--- src/rtl/add4_tester_if.sv ---
`default_nettype none
`timescale 1ns/1ps
// ============================================================================
// Module      : add4_tester_if
// Description : Bundle of the signals between the 4-bit adder board tester
//               and its environment (operand pins, returned sum, run control
//               and sweep results).
// Revision    : 1.0 - initial release
// ============================================================================
interface add4_tester_if;
  logic       start;
  logic [3:0] a_out;
  logic [3:0] b_out;
  logic [4:0] sum_in;
  logic       busy;
  logic       done;
  logic       pass;
  logic [8:0] err_count;
  logic [7:0] first_fail;

  // Tester side: drives the operands and reports results.
  modport master (
    input  start, sum_in,
    output a_out, b_out, busy, done, pass, err_count, first_fail
  );

  // Environment side: adder board plus whoever issues start.
  modport slave (
    output start, sum_in,
    input  a_out, b_out, busy, done, pass, err_count, first_fail
  );
endinterface
`default_nettype wire

--- src/rtl/add4_tester.sv ---
`default_nettype none
`timescale 1ns/1ps
// ============================================================================
// Module      : add4_tester
// Description : Exhaustive sweep tester for an external 4-bit adder board.
//               Drives all 256 {b,a} operand pairs, waits SETTLE_CYCLES for
//               the board, compares the synchronized sum and records the
//               mismatch count and the first failing index.
// Revision    : 1.0 - initial release
// ============================================================================
module add4_tester #(
  parameter int SETTLE_CYCLES = 4
) (
  input  wire logic      clk,
  input  wire logic      resetn,
  add4_tester_if.master  bus
);

  localparam logic [7:0] SETTLE_LOAD = 8'(SETTLE_CYCLES);

  typedef enum logic [2:0] {
    ST_IDLE   = 3'd0,
    ST_DRIVE  = 3'd1,
    ST_SETTLE = 3'd2,
    ST_CHECK  = 3'd3,
    ST_DONE   = 3'd4
  } state_t;

  state_t     state_q, state_d;
  logic [7:0] idx_q, idx_d;
  logic [7:0] cnt_q, cnt_d;
  logic [3:0] a_q, a_d;
  logic [3:0] b_q, b_d;
  logic [8:0] err_q, err_d;
  logic [7:0] ff_q, ff_d;
  logic [4:0] sync1_q, sync2_q;
  logic [4:0] w_expected;

  // Two-flop synchronizer for the sum coming back from the board.
  always_ff @(posedge clk or negedge resetn) begin
    if (!resetn) begin
      sync1_q <= 5'd0;
      sync2_q <= 5'd0;
    end else begin
      sync1_q <= bus.sum_in;
      sync2_q <= sync1_q;
    end
  end

  // Sweep state registers; reset abandons any sweep in progress.
  always_ff @(posedge clk or negedge resetn) begin
    if (!resetn) begin
      state_q <= ST_IDLE;
      idx_q   <= 8'd0;
      cnt_q   <= 8'd0;
      a_q     <= 4'd0;
      b_q     <= 4'd0;
      err_q   <= 9'd0;
      ff_q    <= 8'd0;
    end else begin
      state_q <= state_d;
      idx_q   <= idx_d;
      cnt_q   <= cnt_d;
      a_q     <= a_d;
      b_q     <= b_d;
      err_q   <= err_d;
      ff_q    <= ff_d;
    end
  end

  // Zero-extended reference sum, so a carry out of bit 3 is kept.
  assign w_expected = {1'b0, a_q} + {1'b0, b_q};

  // Next-state and datapath updates of the sweep FSM.
  always_comb begin
    state_d = state_q;
    idx_d   = idx_q;
    cnt_d   = cnt_q;
    a_d     = a_q;
    b_d     = b_q;
    err_d   = err_q;
    ff_d    = ff_q;
    case (state_q)
      ST_IDLE, ST_DONE: begin
        if (bus.start) begin
          idx_d   = 8'd0;
          err_d   = 9'd0;
          ff_d    = 8'd0;
          state_d = ST_DRIVE;
        end
      end
      ST_DRIVE: begin
        a_d     = idx_q[3:0];
        b_d     = idx_q[7:4];
        cnt_d   = SETTLE_LOAD;
        state_d = ST_SETTLE;
      end
      ST_SETTLE: begin
        cnt_d = cnt_q - 8'd1;
        if (cnt_q == 8'd1) begin
          state_d = ST_CHECK;
        end
      end
      ST_CHECK: begin
        if (sync2_q != w_expected) begin
          // At most 256 vectors, so 9 bits saturate naturally; guard anyway.
          if (err_q != 9'd256) begin
            err_d = err_q + 9'd1;
          end
          if (err_q == 9'd0) begin
            ff_d = idx_q;
          end
        end
        if (idx_q == 8'd255) begin
          state_d = ST_DONE;
        end else begin
          idx_d   = idx_q + 8'd1;
          state_d = ST_DRIVE;
        end
      end
      default: begin
        state_d = ST_IDLE;
      end
    endcase
  end

  // Status flags decode straight from the state, so reset clears them at once.
  assign bus.busy       = (state_q == ST_DRIVE) || (state_q == ST_SETTLE) ||
                          (state_q == ST_CHECK);
  assign bus.done       = (state_q == ST_DONE);
  assign bus.pass       = (state_q == ST_DONE) && (err_q == 9'd0);
  assign bus.a_out      = a_q;
  assign bus.b_out      = b_q;
  assign bus.err_count  = err_q;
  assign bus.first_fail = ff_q;

endmodule
`default_nettype wire

--- src/flat_wrapper.sv ---
// flat-port wrapper written by rule: the top's interface ports become plain ports
module add4_tester_flat 
#(
  parameter int SETTLE_CYCLES = 4
)
  (clk, resetn, bus_start, bus_sum_in, bus_a_out, bus_b_out, bus_busy, bus_done, bus_pass, bus_err_count, bus_first_fail);
  add4_tester_if bus_i ();
  input  wire logic clk;
  input  wire logic resetn;
  input wire logic [$bits(bus_i.start)-1:0] bus_start;
  input wire logic [$bits(bus_i.sum_in)-1:0] bus_sum_in;
  output wire logic [$bits(bus_i.a_out)-1:0] bus_a_out;
  output wire logic [$bits(bus_i.b_out)-1:0] bus_b_out;
  output wire logic [$bits(bus_i.busy)-1:0] bus_busy;
  output wire logic [$bits(bus_i.done)-1:0] bus_done;
  output wire logic [$bits(bus_i.pass)-1:0] bus_pass;
  output wire logic [$bits(bus_i.err_count)-1:0] bus_err_count;
  output wire logic [$bits(bus_i.first_fail)-1:0] bus_first_fail;
  assign bus_i.start = bus_start;
  assign bus_i.sum_in = bus_sum_in;
  assign bus_a_out = bus_i.a_out;
  assign bus_b_out = bus_i.b_out;
  assign bus_busy = bus_i.busy;
  assign bus_done = bus_i.done;
  assign bus_pass = bus_i.pass;
  assign bus_err_count = bus_i.err_count;
  assign bus_first_fail = bus_i.first_fail;
  add4_tester #(.SETTLE_CYCLES(SETTLE_CYCLES)) u_core (.clk(clk), .resetn(resetn), .bus(bus_i));
endmodule
--- config.mk ---
export PLATFORM = sky130hd
export DESIGN_NAME = add4_tester_flat
export DESIGN_NICKNAME = d
export VERILOG_FILES = /design/src/rtl/add4_tester_if.sv /design/src/rtl/add4_tester.sv /design/src/flat_wrapper.sv
export SDC_FILE = /design/constraint.sdc
export NUM_CORES = 1
export LEC_CHECK = 0
export ABC_CLOCK_PERIOD_IN_PS = 3200
export BUFFER_PORTS_ARGS = -buffer_cell sky130_fd_sc_hd__buf_2
export CAP_MARGIN = 20
export CORE_ASPECT_RATIO = 0.9
export CORE_UTILIZATION = 57
export CTS_CLUSTER_SIZE = 20
export DETAILED_ROUTE_END_ITERATION = 10
export GPL_TIMING_DRIVEN = 0
export PLACE_DENSITY = 0.79
export SLEW_MARGIN = 15
export SYNTH_ARGS = -nofsm -noshare
export SYNTH_HDL_FRONTEND = slang
export SYNTH_SLANG_ARGS = --single-unit
--- constraint.sdc ---
create_clock -name clk -period 3.2 [get_ports clk]
set_input_delay 0.32 -clock clk [delete_from_list [all_inputs] [get_ports clk]]
set_output_delay 0.32 -clock clk [all_outputs]
set_load 0.02 [all_outputs]
==> key figures <==
Run status
  • Status: completed

Critical path
  • Crit path max-delay family: XOR/XNOR gates
  • Slowest stage cell, crit path: xor2_1
  • CP Capture Type: register
  • Reg2reg start: u_core.bus.b_out[0]
  • WP buf/inv: 1
  • Reg2reg setup slack: 500 ps
  • WP depth: 8
  • Critical Setup Path Class: register to register
  • Critical Path RT: roughly 3400 ps
  • Setup crit end: u_core.bus.err_count[3]
  • Worst R2R Path Depth: 8
  • CP startpoint: u_core.bus.b_out[0]
  • CP max stage delay: ~660 ps
  • CP cell instances: ha_1 -> fa_1 -> a21o_1 -> a21oi_1 -> xor2_1 -> and2_1 -> buf_4 -> o22ai_1
  • RR Endpoint: u_core.bus.err_count[3]
  • Critical Path AT: ~2900 ps
  • Max FO, Critical Path: 9
  • Crit path launch type: register

Drt
  • Initial drt markers: around 130
  • Drt pass-1 iters: 4
  • DRC: 0
  • Post-Route WL: about 5.1 mm
  • Vias per cell: between 5 and 6
  • Via count: 2051
  • Drt wl/cell: approximately 14 um
  • Antenna-violating nets left: 0

Global route
  • Global routing usage on met3: 0.05144
  • Met2 usage: 0.3739
  • GR Util All Layers: 0.2347
  • First-pass GRT wire length: slightly below 9 mm
  • Largest net degree at the start of global routing: 32
  • Grt met1 use: 0.3166
  • Vias in the first global route: around 1900
  • Total gr overflow: 0
  • Most Crowded Layer GR: met2
  • Initial antenna violation count: 0

CTS
  • Post-CTS sizing: 0
  • Htree depth: 2
  • Clk_lat worst skew: about 300 ps
  • Post-CTS setup buffer count: 0
  • Number of buffers created by CTS: 5
  • Hold-fix buffers, CTS: 0
  • Clk pin slew, worst setup/hold paths: 90 ps
  • CTS root buf: clkbuf_8
  • TritonCTS clock tree: built
  • Max Root-Sink Buffers: 2
  • Clk sinks: 54

Layout
  • ANT cells: 0
  • Layout cells sized above 1: 0.1839
  • Area growth, synth to finish: 13.70%
  • Fin nets: 327
  • Fill count: around 360
  • Finished Core Util: 0.6775

Placement
  • Gp weighted congestion: ~0.88
  • Final HPWL DP: roughly 3.8 mm
  • Port-buffer cells: 35

Timing
  • Final count of hold timing violations: 0
  • Final period utilization: 0.8424
  • FMAX: ~370 MHz
  • Setup TNS: 0 ps
  • Setup violators final: 0
  • Max_slew headroom: 0.4620
  • Min cycle time layout: 2696 ps
  • Pins Over Slew Limit: 0
  • RSZ-0062 raised after global routing: no
  • Final Skew: approximately 6.6 ps
  • Worst Tran Pin Value: approximately 800 ps

Hold path
  • Hold Crit Class: primary input to asynchronous set/reset pin

Die
  • Core area: ~0.0045 mm^2
  • Initial core utilization: 0.5959
  • Top Ports: 36
  • Std-Cell Rows: 23
  • Die ar.: 0.004971 mm^2
  • Die height: between 60 and 70 um
  • Die width: 74.21 um

Logic synthesis
  • Post-Synth Adder-Cell Area: 0.04958
  • Synthesized netlist cell count: 266
  • Top-count cell post-synth: dfrtp_1
  • Largest family of logic cells by synthesized area: simple AND/OR/NAND/NOR gates
  • Synth Area in XOR/XNOR: 0.03134
  • Synth unique cells: between 40 and 50
  • Synthesized net count: around 280
  • Yosys reg bits: between 50 and 60
  • Synth area leaders: dfrtp_1, nand2_1, mux2i_1
  • FFs w/ async S/R, synth: 1.000
  • Post-synth top cells: dfrtp_1, nand2_1, inv_1
  • Synth Warn #: 0
  • Leading area contributor after synthesis: dfrtp_1
  • Post-synthesis mux area share: 0.05659
  • Synth Area per Inst: ~10 um^2
  • Top-area cell type share of the netlist area: 0.5051
  • Register area share after synthesis: 0.5051
  • Post-synth EDFFs: 0
  • Post-Syn Area: around 0.0027 mm^2
  • Synth Flop Type: dfrtp_1
  • Synth Area in Simple Gates: 0.2007
  • Compound-cell area share of the yosys netlist: 0.1062

Power and ir drop
  • Pwr per Cell Area: roughly 690 mW/mm^2
  • Worst vdd ir: around 0.5 mV
  • Leakage: about 1.5 nW

Flow run
  • Max-cap violations: 0
worst register-to-register path, cell delays in order, from the launching register on:
cell,delay [ps]
dfrtp_1,410
ha_1,240
fa_1,420
a21o_1,200
a21oi_1,170
xor2_1,660
and2_1,230
buf_4,160
o22ai_1,100
power by group:
group | internal (mW) | total, mW | leakage [nW] | switching, mW
clock network | 0.155 | 0.366 | 0.0452 | 0.211
logic | 0.332 | 0.845 | 0.744 | 0.513
registers | 0.795 | 0.897 | 0.714 | 0.102
sequential cells by signal, summed over array words and instances, names as in the netlist:
signal                 cells
u_core.cnt_q               8
u_core.state_q             3
u_core.bus.a_out           4
u_core.sync1_q             5
u_core.bus.err_count       9
u_core.bus.first_fail      8
u_core.sync2_q             5
u_core.bus.b_out           4
u_core.idx_q               8
cells in the final DEF, fill, tap and decap left out, types with 3 or more instances in the layout:
cell type	instances
a21oi_1	7
a221oi_1	3
a31oi_1	3
and3_1	5
buf_2	38
clkbuf_1	6
clkbuf_8	5
dfrtp_1	54
ha_1	9
inv_1	19
mux2i_1	14
nand2_1	50
nand3_1	9
nand4_1	3
nor2_1	14
nor3_1	5
nor4_1	3
o21ai_0	4
o21ai_1	3
o22ai_1	9
or3_1	4
xor2_1	5
per-stage QoR:
step	hold slack (ps)	power, mW	setup slack [ps]	cell area [um^2]	cells
3_3_place_gp	332.8	1.720	563.1	2928	363
6_report	73.62	2.109	504.2	3042	372
5_1_grt	102.2	2.270	349.5	3042	372
4_1_cts	82.02	2.119	516.2	3042	372
2_1_floorplan	24.41	1.537	711.9	2675	266
3_5_place_dp	335.5	1.752	557.4	2955	364
logic make-up (layout without fill, tap and decap cells):
logic type               Yosys count  count (layout)
AO/OA/AOI/OAI                     41              41
AND/OR/NAND/NOR                  107             107
multiplexers                      15              15
XOR/XNOR                           8               8
flip-flops                        54              54
adder cells (fa/ha/maj)           10              10
buffers and inverters             31              75
worst min path at each step:
stage          slack [ps]                        to               from
2_1_floorplan          20       u_core.bus.a_out[0]             resetn
3_3_place_gp          330         u_core.sync2_q[2]  u_core.sync1_q[2]
3_5_place_dp          340         u_core.sync2_q[1]  u_core.sync1_q[1]
4_1_cts                80  u_core.bus.first_fail[5]             resetn
5_1_grt               100         u_core.sync1_q[2]      bus_sum_in[2]
6_report               70         u_core.sync2_q[3]             resetn
final cells by class:
type | instances | area [um^2] | share of cell area
repair buffers | 36 | 202.7 | 0.06664
well taps | 62 | 77.57 | 0.02550
plain buffers | 11 | 60.06 | 0.01974
multi-input cells | 181 | 1189 | 0.3908
clock inverters | 2 | 13.76 | 0.004525
flip-flops and latches | 54 | 1351 | 0.4443
inverters | 20 | 75.07 | 0.02468
clock buffers | 6 | 72.57 | 0.02386
metal layers:
metal	routed length, um	vias to the layer above
li1	-	1010
met1	2423	971
met2	2337	65
met3	268	5
met4	53	0
met5	0	-
Note: power is estimated with default switching activity, not from simulation.
